$ cat src/rtl/layer_mem_pkg.sv
// Shared BRAM geometry, per-layer base addresses and the store FSM state type.
package layer_mem_pkg;
  localparam int BRAM_DW         = 8;
  localparam int BRAM_RD_LAT     = 2;
  localparam int BRAM_ADDR_WIDTH = 18;

  localparam logic [BRAM_ADDR_WIDTH-1:0] L1_WEIGHT_BASE = 18'h00000;
  localparam logic [BRAM_ADDR_WIDTH-1:0] L1_ACT_BASE    = 18'h10000;
  localparam logic [BRAM_ADDR_WIDTH-1:0] L2_WEIGHT_BASE = 18'h20000;
  localparam logic [BRAM_ADDR_WIDTH-1:0] L2_ACT_BASE    = 18'h30000;

  typedef enum logic [2:0] {
    ST_IDLE,
    ST_WRITE,
    ST_VERIFY,
    ST_DRAIN,
    ST_DONE
  } wr_state_t;
endpackage

$ cat src/rtl/bram_readback_checker.sv
// Delays expected data/valid by the BRAM read latency and compares against read data.
// The mismatch flag is sticky until i_clr or i_rst.
module bram_readback_checker
  import layer_mem_pkg::*;
#(
  parameter int W = 8
) (
  input  logic         i_clk,
  input  logic         i_rst,
  input  logic         i_clr,
  input  logic         i_rd_vld,
  input  logic [W-1:0] i_exp_dat,
  input  logic [W-1:0] i_bram_dout,
  output logic         o_err
);
  logic         r_vld0, r_vld1;
  logic [W-1:0] r_exp0, r_exp1;
  logic         r_err;

  // Stage 0 aligns with the BRAM sampling the read; stage 1 lines up with dout.
  always_ff @(posedge i_clk) begin
    if (i_rst || i_clr) begin
      r_vld0 <= 1'b0;
      r_vld1 <= 1'b0;
      r_exp0 <= '0;
      r_exp1 <= '0;
      r_err  <= 1'b0;
    end else begin
      r_vld0 <= i_rd_vld;
      r_exp0 <= i_exp_dat;
      r_vld1 <= r_vld0;
      r_exp1 <= r_exp0;
      if (r_vld1 && (i_bram_dout != r_exp1)) r_err <= 1'b1;
    end
  end

  assign o_err = r_err;
endmodule

$ cat src/rtl/activation_writer_bram.sv
// Stores NUM_ELEMS packed W-bit results into BRAM from BASE_ADDR, one per cycle.
// Optional readback verify with ACT_WRITER_READBACK_EN.
module activation_writer_bram
  import layer_mem_pkg::*;
#(
  parameter int NUM_ELEMS  = 8,
  parameter int W          = 8,
  parameter int ADDR_WIDTH = 18,
  parameter int BASE_ADDR  = 0
) (
  input  logic                  i_clk,
  input  logic                  i_rst,
  input  logic                  i_start,
  input  logic [NUM_ELEMS*W-1:0] i_data_in,
  output logic                  o_bram_en,
  output logic                  o_bram_ren,
  output logic                  o_bram_wen,
  output logic [ADDR_WIDTH-1:0] o_bram_addr,
  output logic [W-1:0]          o_bram_din,
  input  logic [W-1:0]          i_bram_dout,
  output logic                  o_done,
  output logic                  o_verify_err
);
  localparam int IDX_W = $clog2(NUM_ELEMS + 1);
  localparam logic [IDX_W-1:0]      LAST_IDX = IDX_W'(NUM_ELEMS - 1);
  localparam logic [ADDR_WIDTH-1:0] BASE_A   = ADDR_WIDTH'(BASE_ADDR);

  if (W != BRAM_DW) begin : g_bad_width
    $error("activation_writer_bram: W must equal the BRAM data width");
  end
  if (NUM_ELEMS < 1 ||
      (longint'(BASE_ADDR) + longint'(NUM_ELEMS) - 1) >= (longint'(1) << ADDR_WIDTH)) begin : g_bad_range
    $error("activation_writer_bram: address range does not fit ADDR_WIDTH");
  end

  function automatic logic [W-1:0] elem_at(input logic [NUM_ELEMS*W-1:0] v, input int i);
    return v[i*W +: W];
  endfunction

  wr_state_t             r_state, w_state_nxt;
  logic [IDX_W-1:0]      r_idx, w_idx_nxt, w_nidx;
  logic [NUM_ELEMS*W-1:0] r_snap;
  logic                  r_en, r_ren, r_wen, r_done;
  logic                  w_en, w_ren, w_wen, w_done;
  logic [ADDR_WIDTH-1:0] r_addr, w_addr, w_next_addr;
  logic [W-1:0]          r_din, w_din;
  logic                  w_accept;

  assign w_accept    = i_start && (r_state == ST_IDLE || r_state == ST_DONE);
  assign w_nidx      = r_idx + IDX_W'(1);
  assign w_next_addr = BASE_A + ADDR_WIDTH'(w_nidx);

  always_ff @(posedge i_clk) begin
    if (i_rst) begin
      r_state <= ST_IDLE;
      r_idx   <= '0;
      r_snap  <= '0;
      r_en    <= 1'b0;
      r_ren   <= 1'b0;
      r_wen   <= 1'b0;
      r_addr  <= BASE_A;
      r_din   <= '0;
      r_done  <= 1'b0;
    end else begin
      r_state <= w_state_nxt;
      r_idx   <= w_idx_nxt;
      r_en    <= w_en;
      r_ren   <= w_ren;
      r_wen   <= w_wen;
      r_addr  <= w_addr;
      r_din   <= w_din;
      r_done  <= w_done;
      if (w_accept) r_snap <= i_data_in;
    end
  end

  always_comb begin
    w_state_nxt = r_state;
    w_idx_nxt   = r_idx;
    w_en        = 1'b0;
    w_ren       = 1'b0;
    w_wen       = 1'b0;
    w_addr      = BASE_A;
    w_din       = r_din;
    w_done      = r_done;
    case (r_state)
      ST_IDLE, ST_DONE: begin
        if (w_accept) begin
          w_state_nxt = ST_WRITE;
          w_idx_nxt   = '0;
          w_en        = 1'b1;
          w_wen       = 1'b1;
          w_din       = i_data_in[W-1:0];
          w_done      = 1'b0;
        end
      end
      ST_WRITE: begin
        if (r_idx == LAST_IDX) begin
          w_idx_nxt = '0;
`ifdef ACT_WRITER_READBACK_EN
          w_state_nxt = ST_VERIFY;
          w_en        = 1'b1;
          w_ren       = 1'b1;
`else
          w_state_nxt = ST_DONE;
          w_done      = 1'b1;
`endif
        end else begin
          w_idx_nxt = w_nidx;
          w_en      = 1'b1;
          w_wen     = 1'b1;
          w_addr    = w_next_addr;
          w_din     = elem_at(r_snap, int'(w_nidx));
        end
      end
`ifdef ACT_WRITER_READBACK_EN
      ST_VERIFY: begin
        if (r_idx == LAST_IDX) begin
          w_state_nxt = ST_DRAIN;
          w_idx_nxt   = '0;
        end else begin
          w_idx_nxt = w_nidx;
          w_en      = 1'b1;
          w_ren     = 1'b1;
          w_addr    = w_next_addr;
        end
      end
      // r_idx counts the trailing compare cycles still in the read pipeline.
      ST_DRAIN: begin
        if (r_idx == IDX_W'(1)) begin
          w_state_nxt = ST_DONE;
          w_idx_nxt   = '0;
          w_done      = 1'b1;
        end else begin
          w_idx_nxt = w_nidx;
        end
      end
`endif
      default: w_state_nxt = ST_IDLE;
    endcase
  end

`ifdef ACT_WRITER_READBACK_EN
  logic w_verify_err;

  bram_readback_checker #(.W(W)) u_checker (
    .i_clk       (i_clk),
    .i_rst       (i_rst),
    .i_clr       (w_accept),
    .i_rd_vld    (r_ren),
    .i_exp_dat   (elem_at(r_snap, int'(r_idx))),
    .i_bram_dout (i_bram_dout),
    .o_err       (w_verify_err)
  );
  assign o_verify_err = w_verify_err;
`else
  logic w_unused_dout;
  assign w_unused_dout = ^i_bram_dout;
  assign o_verify_err  = 1'b0;
`endif

  assign o_bram_en   = r_en;
  assign o_bram_ren  = r_ren;
  assign o_bram_wen  = r_wen;
  assign o_bram_addr = r_addr;
  assign o_bram_din  = r_din;
  assign o_done      = r_done;
endmodule

$ cat config.mk
export PLATFORM = sky130hd
export DESIGN_NAME = activation_writer_bram
export DESIGN_NICKNAME = d
export VERILOG_FILES = /design/src/rtl/layer_mem_pkg.sv /design/src/rtl/bram_readback_checker.sv /design/src/rtl/activation_writer_bram.sv
export SDC_FILE = /design/constraint.sdc
export NUM_CORES = 1
export LEC_CHECK = 0
export CORE_AREA = 2 2 84 102
export DETAILED_ROUTE_END_ITERATION = 10
export DIE_AREA = 0 0 86 104
export HOLD_SLACK_MARGIN = 0.12
export PLACE_DENSITY = 0.77
export REMOVE_ABC_BUFFERS = 1
export SETUP_SLACK_MARGIN = 0.2
export SKIP_CTS_REPAIR_TIMING = 1
export SLEW_MARGIN = 20
export SYNTH_ARGS = -nofsm -noshare
export SYNTH_HDL_FRONTEND = slang
export SYNTH_SLANG_ARGS = --single-unit
$ cat constraint.sdc
create_clock -name i_clk -period 2.8 [get_ports i_clk]
set_input_delay 0.56 -clock i_clk [delete_from_list [all_inputs] [get_ports i_clk]]
set_output_delay 0.56 -clock i_clk [all_outputs]
set_load 0.05 [all_outputs]
# After elaboration in Yosys (flattened, before gate mapping)
# Index checks and enable logic that the tools add are counted.
# word_totals
regBits	99
latchBits	0
mem_bits_rw	0
mem_bits_ro	0
inputBits	75
out_inout_bits	31
memories	0
# op_classes
add_sub_neg	1
multipliers	0
div_mod_pow	0
n_lt_le_gt_ge	0
eq_ne	6
shift	1
muxes	15
n_bitwise	1
n_reduce_logical	11
# op_table
cell	n
variable part select 64 x 8 -> 8 bit	1
two-way mux 8 bit	2
case mux 8 bit (2 select lines)	1
two-way mux 4 bit	2
case mux 4 bit (2 select lines)	1
two-way mux 3 bit	2
!= test 2 bit (second input constant)	3
case mux 3 bit (2 select lines)	1
AND reduction 3 bit	2
adder 4 x 1 -> 4 bit (second input constant)	1
equality test 4 x 3 -> 1 bit (second input constant)	1
two-way mux 1 bit	4
case mux 1 bit (2 select lines)	2
AND reduction 2 bit	2
OR reduction 2 bit	2
equality test 3 x 1 -> 1 bit (second input constant)	1
equality test 3 bit (second input constant)	1
zero test 3 bit	1
OR reduction 3 bit	1
nonzero test 2 bit	1
logical AND 1 bit	1
logical OR 1 bit	1
inverter 1 bit	1

# Logic depth before layout (Yosys ltp)
# Gate-level depths: netlist (run 1).
# depth
depth_word	5
mapped_depth	7
ltp_nobuf	5

# Least setup slack after synthesis (run 1)
# OpenSTA, ideal clock, no wires.
# synth_timing
path_type	register to register
start	reg r_idx[0]
end	reg r_din[6], in the netlist o_bram_din[6]
t_arrival_ps	1885
t_required_ps	2671
path_slack_ps	786
stages_incl_launch_ff	7
path_buffers	1
cell_sequence	dfxtp_1 ha_1 xor2_4 buf_12 mux4_1 mux2i_1 o211ai_1
# synth_via
elab_chain_len	4
# synth_lines
element	line	text
start, declared	activation_writer_bram.sv:41	logic [IDX_W-1:0] r_idx, w_idx_nxt, w_nidx;
start signal, assigned	activation_writer_bram.sv:66	r_idx <= w_idx_nxt;
adder 4 x 1 -> 4 bit	activation_writer_bram.sv:50	assign w_nidx = r_idx + IDX_W'(1);
variable part select 64 x 8 -> 8 bit	activation_writer_bram.sv:37	return v[i*W +: W];
two-way mux 8 bit	activation_writer_bram.sv:98	if (r_idx == LAST_IDX) begin
case mux 8 bit (2 select lines)	activation_writer_bram.sv:86	case (r_state)
end signal, assigned	activation_writer_bram.sv:71	r_din <= w_din;
end, declared	activation_writer_bram.sv:46	logic [W-1:0] r_din, w_din;
# Several ways; a longest one is shown, not always the timed one. The select of a mux whose other input is x is not followed.
# A chain may end at the register's enable or synchronous reset.

# Worst setup path after layout (run 1)
# layout_timing
start	reg r_idx[1]
end	reg r_din[2], in the netlist o_bram_din[2]
# Same word-level chain as after synthesis.

==> results of run 1 <==
[Yosys cell counts (all sizes together)]
cell type / n / share of area [%]
nor3: 2 / 0.28
mux2i: 8 / 2.2
nor2: 6 / 0.62
nand2: 132 / 14
a21oi: 67 / 9.2
nor3b: 1 / 0.21
o21ai: 1 / 0.14
ha: 1 / 0.34
a31oi: 1 / 0.17
nand2b: 10 / 1.7
mux4: 16 / 11
and2: 2 / 0.38
clkbuf: 20 / 2.1
conb: 1 / 0.10
buf: 27 / 5.3
nor2b: 4 / 0.69
or3b: 1 / 0.24
xnor2: 1 / 0.24
a31o: 2 / 0.48
xor2: 2 / 1.0
and3b: 1 / 0.28
o221ai: 7 / 1.7
dfxtp: 84 / 46
or3: 1 / 0.17
o211ai: 1 / 0.21
nand3: 9 / 1.2
[worst max path at each step]
stage | end | cells after the start
after CTS | o_bram_din[2]$_SDFFE_PP0P_ | 6
after global placement | o_bram_din[7]$_SDFFE_PP0P_ | 6
final | o_bram_din[2]$_SDFFE_PP0P_ | 6
after detailed placement | o_bram_din[6]$_SDFFE_PP0P_ | 6
after floorplan | o_bram_din[6]$_SDFFE_PP0P_ | 4
after global routing | o_bram_din[0]$_SDFFE_PP0P_ | 6
[layout make-up]
cell class              count  area (um2)
repair buffers             91         881
flip-flops and latches     84        1680
multi-input cells         292        1750
clock buffers              12         145
well taps                  95         119
diodes                      1        2.50
clock inverters             4        72.6
fillers                   721        3330
[kinds of logic after synthesis]
| kind of cell | share of synthesized area, % |
|---|---|
| xor+xnor | 1.24 |
| flops | 46.3 |
| fa+ha+maj | 0.345 |
| buf+inv | 7.38 |
| compound gates | 11.9 |
| mux | 13.2 |
| other cells | 0.103 |
| simple gates | 19.5 |
[sequential cells by signal, summed over array words and instances (netlist names)]
register / count
r_state: 2
o_bram_addr: 4
o_bram_din: 8
o_bram_wen: 1
r_snap: 64
r_idx: 4
o_done: 1
[per-layer routing]
layer	global-route usage (%)	routed length, um	up-vias
li1	-	-	1493
met1	20.6	3290	1374
met2	31.2	3850	74
met3	3.73	410	12
met4	6.58	129	0
met5	0	0	-
[cells in the final DEF, fill, tap and decap left out, types with 2 or more instances in the layout]
master and count:
a21oi_1 67, a31o_2 2, buf_4 10, bufinv_16 2, clkbuf_1 2, clkbuf_8 10
clkdlybuf4s50_1 80, conb_1 16, dfxtp_1 84, mux2i_1 8, mux4_1 10, mux4_2 6
nand2_1 132, nand2b_1 9, nand3_1 9, nor2_1 6, nor2b_1 3, nor3_1 2
o221ai_1 7
[power groups by stage]
stage / combinational [W] / clock (W) / sequential [W]
3_3_place_gp: 0.000468 / 0 / 0.00133
6_report: 0.000472 / 0.000926 / 0.00130
3_5_place_dp: 0.000474 / 0 / 0.00133
5_1_grt: 0.000510 / 0.00100 / 0.00131
2_1_floorplan: 0.000220 / 0 / 0.00137
4_1_cts: 0.000475 / 0.000944 / 0.00130
[stage by stage]
step                hold slack, ps  total power, W  utilization [%]  setup WS, ps
floorplan                      425         0.00160                -          -361
global placement               437         0.00179             55.5           712
detailed placement             445         0.00180             55.5           672
CTS                            455         0.00272             58.3           643
global route                   476         0.00282             58.3           509
finish                         454         0.00270             58.3           673
[worst min-delay path, cell delays in order, from the launching register on]
cell	delay [ps]
dfxtp_1	310
nand2_1	50
a21oi_1	50
==> results.yml, run 1 <==
setup_path:
  cp.required_ps: 3010
  reg2reg_slack_ps: 670
  critPathLaunch: "r_idx[1]$_SDFFE_PP0P_"
  worstPathArrival_ps: 2340
  cp_slowest_cell: "mux4_1"
  crit_family: "multiplexers"
  worstSetupPathType: "reg2reg"
  crit_fanout: 17
  cp-start-kind: "flop"
  rr_startpoint: "r_idx[1]$_SDFFE_PP0P_"
  cpPeakStageDelay_ps: 600
  cp_num_buf_inv: 1
  worstRegToRegCells: 6
  cp-end-kind: "flop"
  crit_chain: "ha_1, xor2_4, buf_4, mux4_1, mux2i_1, o221ai_1"
  r2r_end: "o_bram_din[2]$_SDFFE_PP0P_"
global_route:
  grt.overflow.total: 0
  grt_pass1_wl_mm: 12.5
  antenna_found_initial: 1
  first_global_vias: 2880
  grt_max_degree: 40
  grt_usage_pct: 17.7
cells_and_area:
  finalNonFillerCells: 579
  area_delta_synth_final_pct: 28.1
  final_layout_size_suffix_gt1_share_pct: 8.07
  nets: 554
  final_cell_area_mm2: 0.00465
synthesis:
  synth.distinct_cells: 33
  yosys_warnings: 0
  synthesis.area_mm2: 0.00363
  syn_avg_cell_area_um2: 8.89
  synthCells: 408
  synth-seq-area-share_pct: 46.3
  ys_ff_latch: 84
detailed_routing:
  routed_via_density: 5.10
  wl_mm: 7.67
  drc: 0
  vias: 2953
  antenna_left: 0
  dr.pass1.iters: 4
  drtIter0Drc: 180
  wl_per_cell_um: 13.3
placement:
  placed_cell_area_mm2: 0.00443
  numPortBuffers: 81
  hpwl_mm: 5.30
  routabilityCongestion: 0.811
  place_inst: 562
power:
  clockPowerShare_pct: 34.3
  seq_power_share_pct: 48.2
  p_leak_nw: 1.75
  ir_worst_vdd_mv: 0.342
  combPwrFrac_pct: 17.5
  p_int_w: 0.00200
  switching_share_pct: 26.1
  power.switching_w: 0.000705
  power_density_mw_per_mm2: 581
sta:
  finalCriticalPeriod_ps: 2130
  fmax_mhz: 470
  rsz0062_at_grt: "no"
  worst_slew_pin_slew_ps: 898
  fin_setup_tns_ps: 0
  skew_ps: 4.93
  setup_viol: 0
  slew_violations: 0
  fin_crit_sh_pct: 76.0
  relSlewSlack_pct: 39.9
  hold_violations: 0
clock_tree:
  clock-sinks: 84
  h-tree-depth: 3
  cts.clk_slew.worst_paths_ps: 80
  insertion_delay_ps: 340
  cts_buffers: 9
  cts_tree: "done"
  cts-root-buf: "clkbuf_8"
  cts_buffer_depth: 2
hold_path:
  hp-class: "reg2reg"
  holdCritStartpoint: "r_snap[62]$_SDFFE_PP0P_"
  hold_path_end: "r_snap[62]$_SDFFE_PP0P_"
  hold_depth: 2
run:
  max-cap-violations: 0
floorplan:
  io_pins: 106
  start_util_pct: 45.5
  die_w_um: 86
  num_rows: 36
  fp.dieH_um: 104
  dieArea_mm2: 0.00894
  core_area_mm2: 0.00797
outcome:
  outcome: "finished, final reports clean"
Power figures use the tool's default switching activity.
==> run 2: changes to the inputs <==
==> constraint.sdc (replaced) <==
create_clock -name i_clk -period 2.2 [get_ports i_clk]
set_input_delay 0.44 -clock i_clk [delete_from_list [all_inputs] [get_ports i_clk]]
set_output_delay 0.44 -clock i_clk [all_outputs]
set_load 0.05 [all_outputs]
==> results.yml, run 2 (synthesis gave the netlist of run 1 again) <==
outcome:
  outcome: "finished, final reports clean"
setup_path:
  crit_chain: "clkdlybuf4s50_1"
  worstPathArrival_ps: 1500
  cp-start-kind: "flop"
  rr_startpoint: "r_idx[0]$_SDFFE_PP0P_"
  cp_num_buf_inv: 1
  worstRegToRegCells: 6
  cp-end-kind: "primary output"
  crit_family: "buffers and inverters"
  r2r_end: "o_bram_din[1]$_SDFFE_PP0P_"
  cp.required_ps: 1760
  worstSetupPathType: "reg2out"
  cpPeakStageDelay_ps: 810
  crit_fanout: 2
  cp_slowest_cell: "clkdlybuf4s50_1"
  reg2reg_slack_ps: 300
hold_path:
  holdCritStartpoint: "i_rst"
  hold_depth: 2
  hp-class: "in2reg"
  hold_path_end: "r_idx[0]$_SDFFE_PP0P_"
sta:
  worst_slew_pin_slew_ps: 823
  fin_crit_sh_pct: 88.4
  hold_violations: 0
  fmax_mhz: 514
  rsz0062_at_grt: "no"
  skew_ps: 11.6
  relSlewSlack_pct: 44.9
  slew_violations: 0
  finalCriticalPeriod_ps: 1940
  holdWs_ps: 356
  setup_viol: 0
placement:
  place_inst: 563
  placed_cell_area_mm2: 0.00446
  routabilityCongestion: 0.817
  numPortBuffers: 81
  hpwl_mm: 5.42
cells_and_area:
  diodes: 0
  nets: 555
  top_register: "r_snap"
  final_layout_size_suffix_gt1_share_pct: 8.88
  final_cell_area_mm2: 0.00468
  finalNonFillerCells: 579
  final_common_cell: "nand2_1"
  area_delta_synth_final_pct: 28.9
  largest_reg_flops: 64
  most-common-layout-cells: "nand2_1 (132), dfxtp_1 (83), clkdlybuf4s50_1 (75)"
detailed_routing:
  dr.pass1.iters: 4
  vias: 2970
  routed_via_density: 5.13
  wl_mm: 7.80
  antenna_left: 0
  drtIter0Drc: 165
  drc: 0
  wl_per_cell_um: 13.5
global_route:
  grt_pass1_wl_mm: 12.5
  grt_max_degree: 48
  grt_usage_pct: 17.7
  antenna_found_initial: 0
  first_global_vias: 2765
  grt.overflow.total: 0
power:
  p_total_w: 0.00334
  ir_worst_vdd_mv: 0.303
  p_leak_nw: 1.83
  power_density_mw_per_mm2: 714
clock_tree:
  cts_buffer_depth: 2
  cts_tree: "done"
  clock-sinks: 84
  cts.clk_slew.worst_paths_ps: 90
  insertion_delay_ps: 350
  cts-root-buf: "clkbuf_8"
  cts_buffers: 9
  h-tree-depth: 3
floorplan:
  num_rows: 36
  start_util_pct: 45.5
  dieArea_mm2: 0.00894
  io_pins: 106
  core_area_mm2: 0.00797
  fp.dieH_um: 104
  die_w_um: 86
run:
  max-cap-violations: 0
## run 2: cell types whose count changed in the layout (fill, tap and decap cells not counted), sizes merged
cell / previous run / this run
clkdlybuf4s50: 80 / 75
dlymetal6s2s: 0 / 5
clkinv: 1 / 4
clkbuf: 12 / 10
buf: 11 / 12
bufinv: 2 / 1
diode: 1 / 0
## run 2: final cells by class
type                            instances  area [um2]
Fill cell                             742        3290
Multi-Input combinational cell        292        1760
Sequential cell                        84        1680
Timing Repair Buffer                   92         926
Clock buffer                           10         128
Tap cell                               95         119
Clock inverter                          6        65.1
## run 2: worst max-delay path by stage
stage	start	endpoint	slack, ps	depth (start not counted)
after floorplan	r_state[0]$_SDFFE_PP0P_	o_bram_din[6]$_SDFFE_PP0P_	-910	4
after global placement	r_idx[1]$_SDFFE_PP0P_	o_bram_din[5]$_SDFFE_PP0P_	250	6
after detailed placement	r_idx[1]$_SDFFE_PP0P_	o_bram_din[4]$_SDFFE_PP0P_	200	6
after CTS	r_idx[1]$_SDFFE_PP0P_	o_bram_din[1]$_SDFFE_PP0P_	190	6
after global routing	r_idx[0]$_SDFFE_PP0P_	o_bram_din[7]$_SDFFE_PP0P_	210	6
final	o_bram_din[1]$_SDFFE_PP0P_	o_bram_din[1]	260	1
## run 2: per-layer routing
layer / vias to the layer above / share of wire [%] / global-route usage, %
met5: - / 0 / 0
met4: 0 / 2.5 / 8.84
met3: 17 / 5.8 / 2.86
met2: 92 / 50 / 30.2
met1: 1368 / 41 / 21.1
li1: 1493 / - / -
## run 2: metrics by stage
| step | worst slack (ps) | util, % | setup TNS (ps) |
|---|---|---|---|
| floorplan | -911 | - | -47370 |
| global placement | 251 | 55.9 | 0 |
| detailed placement | 199 | 55.9 | 0 |
| CTS | 188 | 58.3 | 0 |
| global route | 208 | 58.7 | 0 |
| finish | 256 | 58.7 | 0 |
## run 2: power by group
part	internal, W	switching, W	leakage, nW
Sequential	0.00161	0.0000469	0.690
Combinational	0.000266	0.000344	1.05
Clock	0.000525	0.000547	0.0962
Total	0.00240	0.000939	1.83
==> run 3: changes to the inputs <==
--- a/config.mk
+++ b/config.mk
@@ -6,6 +6,7 @@
 export NUM_CORES = 1
 export LEC_CHECK = 0
 export CORE_AREA = 2 2 84 102
+export CTS_CLUSTER_DIAMETER = 30
 export DETAILED_ROUTE_END_ITERATION = 10
 export DIE_AREA = 0 0 86 104
 export HOLD_SLACK_MARGIN = 0.12
==> results of run 3 <==
Same layout as run 2: the final DEF is identical, and so are final timing and power.
